==> src/rtl/tcam_pkg.sv <==
// Shared widths and types for the TCAM request path: command encoding,
// controller states and the captured request bundle.
package tcam_pkg;
    localparam int TCAM_ADDR_W = 28;
    localparam int TCAM_DATA_W = 32;
    localparam int TCAM_MASK_W = 4;
    localparam int TCAM_PMA_W  = 6;

    typedef enum logic {
        CMD_SEARCH = 1'b0,
        CMD_WRITE  = 1'b1
    } tcam_cmd_e;

    typedef enum logic [1:0] {
        IDLE  = 2'd0,
        ISSUE = 2'd1,
        WAIT  = 2'd2,
        RESP  = 2'd3
    } tcam_ctrl_state_e;

    typedef struct packed {
        tcam_cmd_e              cmd;
        logic [TCAM_ADDR_W-1:0] addr;
        logic [TCAM_DATA_W-1:0] wdata;
        logic [TCAM_MASK_W-1:0] wmask;
    } tcam_req_t;
endpackage

==> src/rtl/tcam_req_ctrl.sv <==
// Sequences one search/write command at a time into the TCAM macro, waits out
// its read latency and hands the priority-encoded match back as a response.
module tcam_req_ctrl
    import tcam_pkg::*;
#(
    parameter int LATENCY = 1,
    parameter int CNT_W   = 32
) (
    input  logic                   in_clk,
    input  logic                   in_rst,
    input  logic                   in_req_valid,
    output logic                   out_req_ready,
    input  logic                   in_req_cmd,
    input  logic [TCAM_ADDR_W-1:0] in_req_addr,
    input  logic [TCAM_DATA_W-1:0] in_req_wdata,
    input  logic [TCAM_MASK_W-1:0] in_req_wmask,
    output logic                   out_resp_valid,
    input  logic                   in_resp_ready,
    output logic [TCAM_PMA_W-1:0]  out_resp_pma,
    output logic                   out_resp_is_write,
    output logic                   out_tcam_csb,
    output logic                   out_tcam_web,
    output logic [TCAM_MASK_W-1:0] out_tcam_wmask,
    output logic [TCAM_ADDR_W-1:0] out_tcam_addr,
    output logic [TCAM_DATA_W-1:0] out_tcam_wdata,
    input  logic [TCAM_PMA_W-1:0]  in_tcam_pma,
    output logic                   out_busy,
    output logic [CNT_W-1:0]       out_search_cnt,
    output logic [CNT_W-1:0]       out_write_cnt
);

    // WAIT lasts LATENCY cycles: the counter counts down to zero inclusive.
    localparam logic [2:0]       LAT_LOAD = 3'(LATENCY - 1);
    localparam logic [CNT_W-1:0] CNT_ONE  = CNT_W'(1);

    tcam_ctrl_state_e      state_q, state_d;
    tcam_req_t             req_q, req_d;
    logic [2:0]            lat_q, lat_d;
    logic                  csb_q, csb_d;
    logic                  web_q, web_d;
    logic [TCAM_PMA_W-1:0] resp_pma_q, resp_pma_d;
    logic                  resp_is_write_q, resp_is_write_d;
    logic [CNT_W-1:0]      search_cnt_q, search_cnt_d;
    logic [CNT_W-1:0]      write_cnt_q, write_cnt_d;

    always_comb begin
        state_d         = state_q;
        req_d           = req_q;
        lat_d           = lat_q;
        csb_d           = 1'b1;
        web_d           = 1'b1;
        resp_pma_d      = resp_pma_q;
        resp_is_write_d = resp_is_write_q;
        search_cnt_d    = search_cnt_q;
        write_cnt_d     = write_cnt_q;

        case (state_q)
            IDLE: begin
                // csb/web are loaded on the accept edge so the pins are low exactly during ISSUE.
                if (in_req_valid) begin
                    req_d.cmd   = in_req_cmd ? CMD_WRITE : CMD_SEARCH;
                    req_d.addr  = in_req_addr;
                    req_d.wdata = in_req_wdata;
                    req_d.wmask = in_req_wmask;
                    csb_d       = 1'b0;
                    web_d       = ~in_req_cmd;
                    state_d     = ISSUE;
                end
            end
            ISSUE: begin
                resp_is_write_d = (req_q.cmd == CMD_WRITE);
                if (req_q.cmd == CMD_WRITE) begin
                    resp_pma_d = '0;
                    state_d    = RESP;
                end else begin
                    lat_d   = LAT_LOAD;
                    state_d = WAIT;
                end
            end
            WAIT: begin
                if (lat_q == 3'd0) begin
                    resp_pma_d = in_tcam_pma;
                    state_d    = RESP;
                end else begin
                    lat_d = lat_q - 3'd1;
                end
            end
            RESP: begin
                if (in_resp_ready) begin
                    if (resp_is_write_q) begin
                        write_cnt_d = write_cnt_q + CNT_ONE;
                    end else begin
                        search_cnt_d = search_cnt_q + CNT_ONE;
                    end
                    state_d = IDLE;
                end
            end
            default: state_d = IDLE;
        endcase
    end

    always_ff @(posedge in_clk or posedge in_rst) begin
        if (in_rst) begin
            state_q         <= IDLE;
            req_q           <= '0;
            lat_q           <= '0;
            csb_q           <= 1'b1;
            web_q           <= 1'b1;
            resp_pma_q      <= '0;
            resp_is_write_q <= 1'b0;
            search_cnt_q    <= '0;
            write_cnt_q     <= '0;
        end else begin
            state_q         <= state_d;
            req_q           <= req_d;
            lat_q           <= lat_d;
            csb_q           <= csb_d;
            web_q           <= web_d;
            resp_pma_q      <= resp_pma_d;
            resp_is_write_q <= resp_is_write_d;
            search_cnt_q    <= search_cnt_d;
            write_cnt_q     <= write_cnt_d;
        end
    end

    assign out_req_ready     = (state_q == IDLE);
    assign out_busy          = (state_q != IDLE);
    assign out_resp_valid    = (state_q == RESP);
    assign out_resp_pma      = resp_pma_q;
    assign out_resp_is_write = resp_is_write_q;
    assign out_tcam_csb      = csb_q;
    assign out_tcam_web      = web_q;
    assign out_tcam_addr     = req_q.addr;
    assign out_tcam_wdata    = req_q.wdata;
    assign out_tcam_wmask    = req_q.wmask;
    assign out_search_cnt    = search_cnt_q;
    assign out_write_cnt     = write_cnt_q;

endmodule

==> config.mk <==
export PLATFORM = sky130hd
export DESIGN_NAME = tcam_req_ctrl
export DESIGN_NICKNAME = d
export VERILOG_FILES = /design/src/rtl/tcam_pkg.sv /design/src/rtl/tcam_req_ctrl.sv
export SDC_FILE = /design/constraint.sdc
export NUM_CORES = 1
export LEC_CHECK = 0
export ABC_AREA = 1
export CAP_MARGIN = 20
export CORE_ASPECT_RATIO = 1.4
export CORE_MARGIN = 1.5
export CORE_UTILIZATION = 43
export DETAILED_ROUTE_END_ITERATION = 10
export GPL_ROUTABILITY_DRIVEN = 0
export PLACE_DENSITY_LB_ADDON = 0.05
export SLEW_MARGIN = 20
export SYNTH_ARGS = -nofsm -noshare
export SYNTH_HDL_FRONTEND = slang
export SYNTH_SLANG_ARGS = --single-unit
==> constraint.sdc <==
create_clock -name in_clk -period 4.8 [get_ports in_clk]
set_input_delay 0.72 -clock in_clk [delete_from_list [all_inputs] [get_ports in_clk]]
set_output_delay 0.72 -clock in_clk [all_outputs]
set_load 0.1 [all_outputs]
==> flow_summary_export.csv <==
group,metric,value,unit
clock_tree,cts_num_sinks,143,
run_status,status,"complete, no violations",
sta,worst_slew_pin_slew,1020,ps
clock_tree,clock_path_buffers,2,
floorplan,io_pins,215,
worst_setup_path,endpoint_kind,"primary output",
grt,grt_pass1_wl,29.8,mm
min_path,min_from,"out_tcam_addr[8]",
worst_setup_path,reg2reg_slack,2810,ps
final_layout,fin_nets,1148,
flow_run,maxCapViolCount,0,
worst_setup_path,crit_fanout,4,
clock_tree,clkLatencyLatePin,420,ps
sta,fin_crit_sh,0.651,
power_and_ir_drop,power.total,6.73,mW
min_path,whs_endpoint,"out_tcam_addr[8]",
clock_tree,cts_resized,0,
clock_tree,clk_pin_slew,60,ps
power_and_ir_drop,leakage,4.49,nW
sta,fin_tns_setup,0,ps
detailed_routing,wirelength,18.2,mm
sta,slew_headroom,0.318,
power_and_ir_drop,ir_drop,0.903,mV
floorplan,core_area,16700,µm²
worst_setup_path,critPathKind,"reg -> out",
sta,setup_viol,0,
final_layout,n_antenna_cell,0,
worst_setup_path,cp-start-kind,"register",
yosys,synth_seq_area_share,0.492,
clock_tree,ctsRootBufferMaster,"clkbuf_16",
yosys,yosysUniqueCellTypes,32,
yosys,synth_top_area_share,0.484,
detailed_routing,first_pass_iters,4,
floorplan,initial_utilization,0.437,
grt,grt_usage,0.211,
worst_setup_path,rr_endpoint,"req_q[64]",
yosys,synth_area_leaders,"dfrtp_1, nand2_1, buf_4",
sta,drv_slew,0,
place,hpwl,13.0,mm
sta,fmax,0.320,GHz
floorplan,fp.dieH,157,µm
place,place_ws,2120,ps
floorplan,dieArea,17700,µm²
grt,grt_overflow_total,0,
detailed_routing,drc,0,
sta,layout_setup_ws,1670,ps
yosys,ys_seq_elements,143,
power_and_ir_drop,p_per_area,692,nW/µm²
grt,grt_pass1_vias,5994,
yosys,yosysWarnings,0,
place,portBuffers,214,
yosys,synthesis.area,7280,µm²
clock_tree,postCtsHoldBufs,0,
yosys,syn_nets,995,
grt,grt_max_degree,79,
detailed_routing,initialDrtViolationCount,295,
floorplan,fp.dieW,113,µm
worst_setup_path,r2r_cells,6,
min_path,hold_path_class,"reg -> reg",
final_layout,drive_above_1_share,0.0669,
worst_setup_path,worstPathRequired,4080,ps
sta,finalHoldViolCount,0,
detailed_routing,vias,6025,
min_path,holdPathStages,2,
worst_setup_path,timing.rr.start,"state_q[0]",
clock_tree,cts_tree,"built",
detailed_routing,ant_nets,0,
grt,antenna_found_initial,0,
clock_tree,cts_buffers,17,
sta,period_minus_slack,3130,ps
worst_setup_path,critPathArrivalTime,2410,ps
floorplan,rows,56,
sta,rsz0062_at_grt,"no",
detailed_routing,wl_per_cell,14.2,µm
sta,fin_worst_skew,8.35,ps
yosys,yosysTopAreaCell,"dfrtp_1",
clock_tree,postCtsSetupRepairBufs,0,
clock_tree,htreeDepth,4,
yosys,syn_area_per_cell,8.00,µm²
final_layout,area_growth,33.5,%
yosys,syn_inst,911,
detailed_routing,routed_via_density,4.71,
-- worst max-delay path, cell delays in order, from the launching register on --
cell	delay (ps)
dfrtp_1	390
inv_1	100
ha_1	250
inv_1	100
clkdlybuf4s50_1	1140
-- logic make-up after synthesis --
| group | share of synthesized area |
|---|---|
| AO/OA/AOI/OAI | 0.0223 |
| XOR/XNOR | 0.0325 |
| adder cells (fa/ha/maj) | 0.0155 |
| buffers and inverters | 0.111 |
| flip-flops | 0.492 |
| AND/OR/NAND/NOR | 0.327 |
-- placed cells by master, fill, tap and decap left out, drive strengths merged, types with 4 or more instances in the layout --
cell,n
clkdlybuf4s50,214
nor2,92
ha,9
nand3,32
nand3b,18
clkbuf,21
xnor2,15
xor2,12
nand4,10
clkinv,7
a21oi,4
inv,62
nand2,400
dfrtp,141
o21ai,27
-- routing by layer --
metal	up-vias	track usage	wire [µm]
met5	-	0	0
met4	0	0.0720	337
met3	27	0.0743	1320
met2	182	0.360	9000
met1	2772	0.248	7540
li1	3044	-	-
-- where the power goes --
part	switching [mW]	internal (mW)	leakage, nW
clock	0.535	0.772	0.282
sequential	0.212	1.53	1.85
combinational	2.90	0.786	2.36
total	3.65	3.09	4.49
-- flip-flops by register name (all words and copies together) (netlist names) --
signal and count:
out_tcam_wdata 32, out_resp_is_write 1, req_q 1, state_q 2, out_write_cnt 32, out_tcam_addr 28, out_resp_pma 6, out_tcam_web 1
out_tcam_csb 1, out_tcam_wmask 4, out_search_cnt 32, lat_q 3
-- worst max-delay path by stage --
stage | depth (start not counted) | slack [ps] | from | endpoint
after floorplan | 1 | 250 | in_rst | lat_q[0]
after global placement | 4 | 2150 | state_q[0] | out_busy
after detailed placement | 4 | 2120 | state_q[0] | out_busy
after CTS | 4 | 1640 | state_q[0] | out_busy
after global routing | 4 | 1580 | state_q[0] | out_busy
final | 4 | 1670 | state_q[0] | out_busy
-- synth_stat cells (all sizes together) --
master and count:
nand2 400, dfrtp 141, nor2 92, buf 74, inv 61, nand3 32
o21ai 27, nand3b 18, xnor2 15, xor2 12, nand4 10, ha 9
clkbuf 8, a21oi 4, dfstp 2, nor3 2, and2 1, clkinv 1
o211ai 1, or2 1
-- through the flow --
step,std cells,utilization,area [µm²],hold WS (ps)
floorplan,911,-,7280,449
global placement,1248,0.548,9140,461
detailed placement,1248,0.548,9140,464
CTS,1280,0.583,9730,480
global route,1280,0.583,9730,493
finish,1280,0.583,9730,476
-- final cells by class --
cell class | count | area, µm²
clock buffer | 21 | 480
clock inverter | 11 | 106
fill | 1535 | 6950
inverter | 62 | 240
multi-input combinational | 624 | 2900
sequential | 143 | 3580
tap | 203 | 254
timing repair buffer | 216 | 2170
No activity file was read; power rests on OpenSTA's default activity.
